## config.mk

```make
export PLATFORM = sky130hd
export DESIGN_NAME = m3_commutation_scheduler
export DESIGN_NICKNAME = d
export VERILOG_FILES = /design/src/rtl/m3_commutation_scheduler.sv
export SDC_FILE = /design/constraint.sdc
export NUM_CORES = 1
export LEC_CHECK = 0
export BUFFER_PORTS_ARGS = -buffer_cell sky130_fd_sc_hd__buf_2
export CAP_MARGIN = 10
export CORE_MARGIN = 10
export CORE_UTILIZATION = 40
export DETAILED_ROUTE_END_ITERATION = 8
export GPL_ROUTABILITY_DRIVEN = 0
export GPL_TIMING_DRIVEN = 0
export PLACE_DENSITY_LB_ADDON = 0.2
export REMOVE_ABC_BUFFERS = 1
export SETUP_SLACK_MARGIN = 0.3
export SYNTH_ARGS = -nofsm -noshare
export SYNTH_HDL_FRONTEND = slang
export SYNTH_SLANG_ARGS = --single-unit
```

## constraint.sdc

```tcl
create_clock -name clkI -period 3.7 [get_ports clkI]
set_input_delay 0.37 -clock clkI [delete_from_list [all_inputs] [get_ports clkI]]
set_output_delay 0.37 -clock clkI [all_outputs]
set_load 0.02 [all_outputs]
```

## src/rtl/m3_commutation_scheduler.sv

```systemverilog
// m3_commutation_scheduler
//
// Three-phase motor commutation sequencer. Turns operator controls into a
// 12-step commutation index with a one-cycle step strobe and an applied power
// level. Owns the step period, the power setpoint, direction reversal with a
// dead time, and the idle/run transitions.
//
// Ports:
//   clkI           clock, rising edge
//   nRstI          asynchronous active-low reset
//   m3startI       run enable (level)
//   m3forceStopI   emergency stop (level, highest priority)
//   m3invRotateI   requested direction, 0 = forward, 1 = reverse (level)
//   m3freqINCi     speed up, acted on at the 0->1 edge
//   m3freqDECi     speed down, acted on at the 0->1 edge
//   m3powerINCi    power up, acted on at the 0->1 edge
//   m3powerDECi    power down, acted on at the 0->1 edge
//   m3stepO        commutation index 0..11, 4'hF when not running
//   m3stepStrobeO  one-cycle pulse when m3stepO takes a new value in RUN
//   m3powerO       applied power level
//   m3runningO     high in RUN and REV
//   m3dirO         direction currently applied
//   m3revO         high during the reversal dead time
//
// Optional feature:
//   M3_SOFT_START_EN  when defined, applied power ramps up from 0 on every
//                     entry to RUN, by up to POWER_STEP per step strobe.

module m3_commutation_scheduler #(
    parameter int unsigned PERIOD_W     = 16,
    parameter int unsigned PERIOD_START = 1000,
    parameter int unsigned PERIOD_MIN   = 100,
    parameter int unsigned PERIOD_MAX   = 4000,
    parameter int unsigned PERIOD_STEP  = 50,
    parameter int unsigned POWER_W      = 8,
    parameter int unsigned POWER_INIT   = 32,
    parameter int unsigned POWER_STEP   = 8,
    parameter int unsigned POWER_MAX    = 255,
    parameter int unsigned DEAD_CYC     = 16
) (
    input  logic               clkI,
    input  logic               nRstI,
    input  logic               m3startI,
    input  logic               m3forceStopI,
    input  logic               m3invRotateI,
    input  logic               m3freqINCi,
    input  logic               m3freqDECi,
    input  logic               m3powerINCi,
    input  logic               m3powerDECi,
    output logic [3:0]         m3stepO,
    output logic               m3stepStrobeO,
    output logic [POWER_W-1:0] m3powerO,
    output logic               m3runningO,
    output logic               m3dirO,
    output logic               m3revO
);

    typedef enum logic [1:0] {
        ST_IDLE,
        ST_RUN,
        ST_REV
    } state_t;

    localparam int unsigned DEAD_W    = (DEAD_CYC > 1) ? $clog2(DEAD_CYC) : 1;
    localparam logic [3:0]  STEP_IDLE = 4'hF;
    localparam logic [3:0]  STEP_LAST = 4'd11;

    state_t              state, state_nx;
    logic [PERIOD_W-1:0] period, period_nx, period_evt;
    logic [PERIOD_W-1:0] cnt, cnt_nx;
    logic [POWER_W-1:0]  setpoint, setpoint_nx, power_nx;
    logic [DEAD_W-1:0]   dead, dead_nx;
    logic [3:0]          step_nx, step_adv;
    logic                strobe_nx, running_nx, dir_nx, rev_nx;

    // Bit order: {powerDEC, powerINC, freqDEC, freqINC}
    logic [3:0]          in_q, in_hist, in_edge;
    logic                freq_inc, freq_dec, pow_inc, pow_dec;

    logic [PERIOD_W:0]   period_sub, period_add;
    logic [POWER_W:0]    setpoint_sub, setpoint_add;
    logic                step_due;

`ifdef M3_SOFT_START_EN
    logic                ramping, ramping_nx;
    logic [POWER_W-1:0]  ramp_gap;
`endif

    // ------------------------------------------------------------------
    // Edge detection: inputs are registered once, then compared with the
    // previous sample, so an edge acts one cycle after it is sampled.
    // ------------------------------------------------------------------
    always_ff @(posedge clkI or negedge nRstI) begin
        if (!nRstI) begin
            in_q    <= '0;
            in_hist <= '0;
        end else begin
            in_q    <= {m3powerDECi, m3powerINCi, m3freqDECi, m3freqINCi};
            in_hist <= in_q;
        end
    end

    always_comb begin
        in_edge  = in_q & ~in_hist;
        // Simultaneous INC and DEC of the same pair cancel out.
        freq_inc = in_edge[0] & ~in_edge[1];
        freq_dec = in_edge[1] & ~in_edge[0];
        pow_inc  = in_edge[2] & ~in_edge[3];
        pow_dec  = in_edge[3] & ~in_edge[2];
    end

    // ------------------------------------------------------------------
    // Saturating period and setpoint arithmetic, one bit wider so that a
    // borrow or carry is visible before clamping.
    // ------------------------------------------------------------------
    always_comb begin
        period_sub = {1'b0, period} - (PERIOD_W+1)'(PERIOD_STEP);
        period_add = {1'b0, period} + (PERIOD_W+1)'(PERIOD_STEP);
        period_evt = period;
        if (freq_inc) begin
            if (period_sub[PERIOD_W] || (period_sub < (PERIOD_W+1)'(PERIOD_MIN)))
                period_evt = PERIOD_W'(PERIOD_MIN);
            else
                period_evt = period_sub[PERIOD_W-1:0];
        end else if (freq_dec) begin
            if (period_add > (PERIOD_W+1)'(PERIOD_MAX))
                period_evt = PERIOD_W'(PERIOD_MAX);
            else
                period_evt = period_add[PERIOD_W-1:0];
        end

        setpoint_sub = {1'b0, setpoint} - (POWER_W+1)'(POWER_STEP);
        setpoint_add = {1'b0, setpoint} + (POWER_W+1)'(POWER_STEP);
        setpoint_nx  = setpoint;
        if (pow_inc) begin
            if (setpoint_add > (POWER_W+1)'(POWER_MAX))
                setpoint_nx = POWER_W'(POWER_MAX);
            else
                setpoint_nx = setpoint_add[POWER_W-1:0];
        end else if (pow_dec) begin
            if (setpoint_sub[POWER_W])
                setpoint_nx = '0;
            else
                setpoint_nx = setpoint_sub[POWER_W-1:0];
        end
    end

    // ------------------------------------------------------------------
    // Step timing. The ">=" compare (written as cnt+1 >= period) lets a
    // shortened period take effect on the next cycle without missing a step.
    // ------------------------------------------------------------------
    always_comb begin
        step_due = (({1'b0, cnt} + 1'b1) >= {1'b0, period});
        if (m3dirO) begin
            step_adv = (m3stepO == 4'd0) ? STEP_LAST : (m3stepO - 4'd1);
        end else begin
            step_adv = (m3stepO == STEP_LAST) ? 4'd0 : (m3stepO + 4'd1);
        end
    end

    // ------------------------------------------------------------------
    // State register and registered outputs
    // ------------------------------------------------------------------
    always_ff @(posedge clkI or negedge nRstI) begin
        if (!nRstI) begin
            state         <= ST_IDLE;
            period        <= PERIOD_W'(PERIOD_START);
            cnt           <= '0;
            setpoint      <= POWER_W'(POWER_INIT);
            dead          <= '0;
            m3stepO       <= STEP_IDLE;
            m3stepStrobeO <= 1'b0;
            m3powerO      <= '0;
            m3runningO    <= 1'b0;
            m3dirO        <= 1'b0;
            m3revO        <= 1'b0;
        end else begin
            state         <= state_nx;
            period        <= period_nx;
            cnt           <= cnt_nx;
            setpoint      <= setpoint_nx;
            dead          <= dead_nx;
            m3stepO       <= step_nx;
            m3stepStrobeO <= strobe_nx;
            m3powerO      <= power_nx;
            m3runningO    <= running_nx;
            m3dirO        <= dir_nx;
            m3revO        <= rev_nx;
        end
    end

`ifdef M3_SOFT_START_EN
    always_ff @(posedge clkI or negedge nRstI) begin
        if (!nRstI) begin
            ramping <= 1'b0;
        end else begin
            ramping <= ramping_nx;
        end
    end
`endif

    // ------------------------------------------------------------------
    // Next-state and output logic
    // ------------------------------------------------------------------
    always_comb begin
        state_nx   = state;
        step_nx    = m3stepO;
        strobe_nx  = 1'b0;
        power_nx   = m3powerO;
        running_nx = m3runningO;
        dir_nx     = m3dirO;
        rev_nx     = m3revO;
        cnt_nx     = cnt;
        dead_nx    = dead;
        // Force-stop suppresses frequency events; setpoint events always apply.
        period_nx  = m3forceStopI ? period : period_evt;
`ifdef M3_SOFT_START_EN
        ramping_nx = ramping;
        ramp_gap   = setpoint - m3powerO;
`endif

        case (state)
            ST_IDLE: begin
                step_nx    = STEP_IDLE;
                power_nx   = '0;
                running_nx = 1'b0;
                rev_nx     = 1'b0;
                if (m3startI && !m3forceStopI) begin
                    state_nx   = ST_RUN;
                    dir_nx     = m3invRotateI;
                    step_nx    = 4'd0;
                    strobe_nx  = 1'b1;
                    running_nx = 1'b1;
                    period_nx  = PERIOD_W'(PERIOD_START);
                    cnt_nx     = '0;
`ifdef M3_SOFT_START_EN
                    power_nx   = '0;
                    ramping_nx = 1'b1;
`else
                    power_nx   = setpoint;
`endif
                end
            end

            ST_RUN: begin
                if (m3forceStopI || !m3startI) begin
                    state_nx   = ST_IDLE;
                    step_nx    = STEP_IDLE;
                    power_nx   = '0;
                    running_nx = 1'b0;
                    rev_nx     = 1'b0;
                end else if (m3invRotateI != m3dirO) begin
                    // Reversal takes precedence over a same-cycle step advance.
                    state_nx = ST_REV;
                    rev_nx   = 1'b1;
                    power_nx = '0;
                    dead_nx  = '0;
                end else begin
                    if (step_due) begin
                        cnt_nx    = '0;
                        step_nx   = step_adv;
                        strobe_nx = 1'b1;
                    end else begin
                        cnt_nx = cnt + 1'b1;
                    end
`ifdef M3_SOFT_START_EN
                    if (!ramping) begin
                        power_nx = setpoint;
                    end else if (setpoint <= m3powerO) begin
                        power_nx   = setpoint;
                        ramping_nx = 1'b0;
                    end else if (step_due) begin
                        if (ramp_gap <= POWER_W'(POWER_STEP)) begin
                            power_nx   = setpoint;
                            ramping_nx = 1'b0;
                        end else begin
                            power_nx = m3powerO + POWER_W'(POWER_STEP);
                        end
                    end
`else
                    power_nx = setpoint;
`endif
                end
            end

            ST_REV: begin
                if (m3forceStopI || !m3startI) begin
                    state_nx   = ST_IDLE;
                    step_nx    = STEP_IDLE;
                    power_nx   = '0;
                    running_nx = 1'b0;
                    rev_nx     = 1'b0;
                end else if (dead == DEAD_W'(DEAD_CYC - 1)) begin
                    // Direction is sampled only at the end of the dead time.
                    state_nx  = ST_RUN;
                    rev_nx    = 1'b0;
                    dir_nx    = m3invRotateI;
                    period_nx = PERIOD_W'(PERIOD_START);
                    cnt_nx    = '0;
`ifdef M3_SOFT_START_EN
                    power_nx   = '0;
                    ramping_nx = 1'b1;
`else
                    power_nx   = setpoint;
`endif
                end else begin
                    dead_nx  = dead + 1'b1;
                    power_nx = '0;
                end
            end

            default: begin
                state_nx = ST_IDLE;
            end
        endcase
    end

endmodule

```

==> flow_metrics.env <==
export IMPL_period_needed_ps=3330
export IMPL_power_leakage_nw=2.69
export IMPL_slowest_stage="dfrtp_1"
export IMPL_post_synth_cell_area_avg_um2=8.08
export IMPL_post_drt_wl_per_cell_um=17.4
export IMPL_n_fill_cell=1214
export IMPL_drive_gt1_frac=0.182
export IMPL_die_y_um=135
export IMPL_nets=712
export IMPL_async_reset_ff_frac=1.00
export IMPL_wl_um=14800
export IMPL_grt_pass1_wl_um=23700
export IMPL_reg2reg_depth=16
export IMPL_cts_sinks=66
export IMPL_htreeDepth=3
export IMPL_status="finished, final reports clean"
export IMPL_hold_viol=0
export IMPL_root_buffer="clkbuf_16"
export IMPL_highest_layer="met4"
export IMPL_synth_most_common_cell="nand2_1"
export IMPL_synth_distinct_cells=72
export IMPL_ys_warn_count=0
export IMPL_antenna_found_initial=0
export IMPL_dieArea_mm2=0.0181
export IMPL_timing_rr_start="cnt[1]$_DFFE_PN0P_"
export IMPL_synth_area_leaders="dfrtp_1 (26%), ha_1 (7.4%), dfstp_2 (5.5%), nand2_1 (5.1%), a21oi_1 (4.1%)"
export IMPL_fmax_mhz=300
export IMPL_min_to="in_q[2]$_DFF_PN0_"
export IMPL_max_slew_margin=0.241
export IMPL_setup_viol=0
export IMPL_cts_buffer_depth=2
export IMPL_syn_inst=650
export IMPL_drv_cap=0
export IMPL_cp_num_cells=16
export IMPL_cts_tree="built"
export IMPL_mappedNetlistArea_mm2=0.00525
export IMPL_end_kind="flip-flop"
export IMPL_crit_arrival_ps=3590
export IMPL_synth_edf_count=0
export IMPL_path_class="reg2reg"
export IMPL_finalCritPeriodShare=0.901
export IMPL_finish_utilization=0.491
export IMPL_wl_met2_um=6980
export IMPL_ir_drop_uv=366
export IMPL_r2r_slack_ps=370
export IMPL_syn_to_final_growth_pct=19.0
export IMPL_cts_hold_fix_buffers=0
export IMPL_fin_skew_ps=8.28
export IMPL_grt_overflow_total=0
export IMPL_row_count=41
export IMPL_clk_latency_ps=340
export IMPL_whs_ps=136
export IMPL_fin_area_mm2=0.00625
export IMPL_yosysSeqAreaShare=0.317
export IMPL_first_global_vias=4676
export IMPL_boundaryPins=25
export IMPL_rsz0062_at_grt="true"
export IMPL_core_area_mm2=0.0127
export IMPL_min_path_type="in2reg"
export IMPL_drc_errors=0
export IMPL_crit_required_ps=3960
export IMPL_hold_path_depth=1
export IMPL_cts_buffers=9
export IMPL_worst_slew_pin_slew_ps=1140
export IMPL_ant_nets=0
export IMPL_globalRouteTotalUtil=0.158
export IMPL_synth_flop_cell="dfrtp_1"
export IMPL_yosys_area_top_type="dfrtp_1"
export IMPL_synth_top_area_share=0.262
export IMPL_path_max_fanout=4
export IMPL_wl_met1_um=6730
export IMPL_cp_top_family="simple AND/OR/NAND/NOR gates"
export IMPL_path_buf_inv=1
export IMPL_drv_slew=0
export IMPL_slowest_delay_ps=400
export IMPL_worst_r2r_endpoint="m3stepO[1]$_DFFE_PN1P_"
export IMPL_path_cells="ha_4, and3_4, nand3_4, nor2_4, and3_4, nand3_4, xnor2_2, ha_1, nand2_2, or2_4, o32a_1, o211ai_1, buf_4, a221oi_4, a21oi_4, mux2i_1"
export IMPL_hold_path_startpoint="m3powerINCi"
export IMPL_start_util=0.413
export IMPL_io_buffers=24
export IMPL_drt_iter0_markers=728
export IMPL_diodes=0
export IMPL_die_w_um=135
export IMPL_clkTransAtPathRegs_ps=60
export IMPL_startpoint_type="flip-flop"
export IMPL_hpwl_um=9990
export IMPL_grt_max_degree=67
export IMPL_cellPowerDensity_mw_per_mm2=720
export IMPL_synth_commonest_cells="nand2_1 (71), dfrtp_1 (55), nor2_1 (50), a21oi_1 (43), o21ai_0 (42)"
export IMPL_vias_per_cell=6.04
export IMPL_detail_route_first_pass_iterations=5
export IMPL_met3WireLength_um=744
export IMPL_placedInstanceArea_mm2=0.00544
export IMPL_synth_seq_cells=66
export IMPL_vias=5129
state kept, by name, summed over array words and instances, names as in the netlist, 2 cells and up:
| name | flops |
|---|---|
| cnt | 16 |
| setpoint | 6 |
| dead | 4 |
| m3powerO | 6 |
| state | 2 |
| in_q | 4 |
| m3stepO | 4 |
| period | 16 |
| in_hist | 4 |
power breakdown:
part	switching (mW)	internal (mW)	leakage (nW)	total, mW
clock	0.342	0.661	0.159	1.00
combinational	1.33	0.843	1.68	2.17
sequential	0.390	0.930	0.845	1.32
total	2.06	2.43	2.69	4.50
cell type report:
type,instances,area [um^2],share of cell area
clock buffer,10,229,0.0367
clock inverter,6,114,0.0182
inverter,33,124,0.0198
multi-input combinational,512,3570,0.572
sequential,66,1670,0.267
tap,172,215,0.0344
timing repair buffer,50,329,0.0527
worst reg2reg max path, delay by kind of cell, from the launching register on:
family | cells | cell delay [ps]
AO/OA/AOI/OAI | 4 | 750
XOR/XNOR | 1 | 160
adder cells (fa/ha/maj) | 2 | 470
buffers and inverters | 1 | 190
flip-flops | 1 | 400
multiplexers | 1 | 230
AND/OR/NAND/NOR | 7 | 1050
placed cells by master (no fill, tap or decap), drive strengths merged, types with 4 or more instances in the layout:
cell | synthesis | layout
a21oi | 43 | 43
nand3 | 28 | 28
or4 | 5 | 5
dfrtp | 55 | 55
o21ai | 44 | 44
ha | 31 | 31
a22o | 7 | 7
a22oi | 5 | 5
nor2 | 50 | 50
xor2 | 10 | 10
o211ai | 4 | 4
a211o | 5 | 5
mux2i | 6 | 6
inv | 32 | 33
xnor2 | 16 | 16
nor4 | 6 | 6
or3 | 10 | 10
o32ai | 4 | 4
clkbuf | 28 | 10
o21a | 6 | 6
buf | 11 | 50
nand2 | 71 | 71
nor3 | 27 | 27
and3 | 10 | 10
nand2b | 12 | 12
a31oi | 5 | 5
a211oi | 9 | 9
a21o | 14 | 14
nor2b | 4 | 4
nand4 | 10 | 10
o22ai | 5 | 5
and2 | 5 | 5
dfstp | 11 | 11
o31ai | 5 | 5
o2bb2ai | 6 | 6
worst max path at each step:
| stage | start | slack (ps) | to |
|---|---|---|---|
| 2_1_floorplan | cnt[0]$_DFFE_PN0P_ | 40 | m3stepO[1]$_DFFE_PN1P_ |
| 3_3_place_gp | cnt[0]$_DFFE_PN0P_ | -500 | cnt[11]$_DFFE_PN0P_ |
| 3_5_place_dp | cnt[0]$_DFFE_PN0P_ | -570 | cnt[5]$_DFFE_PN0P_ |
| 4_1_cts | period[1]$_DFF_PN0_ | 340 | period[9]$_DFF_PN1_ |
| 5_1_grt | cnt[1]$_DFFE_PN0P_ | 220 | m3stepO[2]$_DFFE_PN1P_ |
| 6_report | cnt[1]$_DFFE_PN0P_ | 370 | m3stepO[1]$_DFFE_PN1P_ |
logic make-up after synthesis:
group                      after synthesis  share of synthesized area
DFF                                     66                      0.317
and+or+nand+nor                        250                      0.234
muxes                                    9                     0.0179
adders and majority gates               31                     0.0739
buffers and inverters                   72                     0.0553
xor gates and xnor gates                26                     0.0434
AOI/OAI and AO/OA                      196                      0.259
through the flow:
step / total power [mW] / instances / setup TNS, ps / setup slack (ps)
after global placement: 3.23 / 807 / -7380 / -505
after detailed placement: 3.29 / 808 / -8800 / -574
after CTS: 4.40 / 835 / 0 / 339
final: 4.50 / 849 / 0 / 368
after global routing: 4.81 / 849 / 0 / 218
after floorplan: 2.69 / 611 / 0 / 41.3
repair_timing:
| item | CTS | global route |
|---|---|---|
| cloned | 0 | 0 |
| gates resized for setup | 32 | 24 |
| pin swaps | 13 | 28 |
| buffers inserted | 11 | 14 |
| endpoints found under the setup margin | 24 | 21 |
layer usage:
layer | vias to the layer above | track usage
met3 | 31 | 0.0274
met4 | 0 | 0.0580
met2 | 188 | 0.254
met5 | - | 0
li1 | 2436 | -
met1 | 2474 | 0.207
No activity file was read; power rests on OpenSTA's default activity.
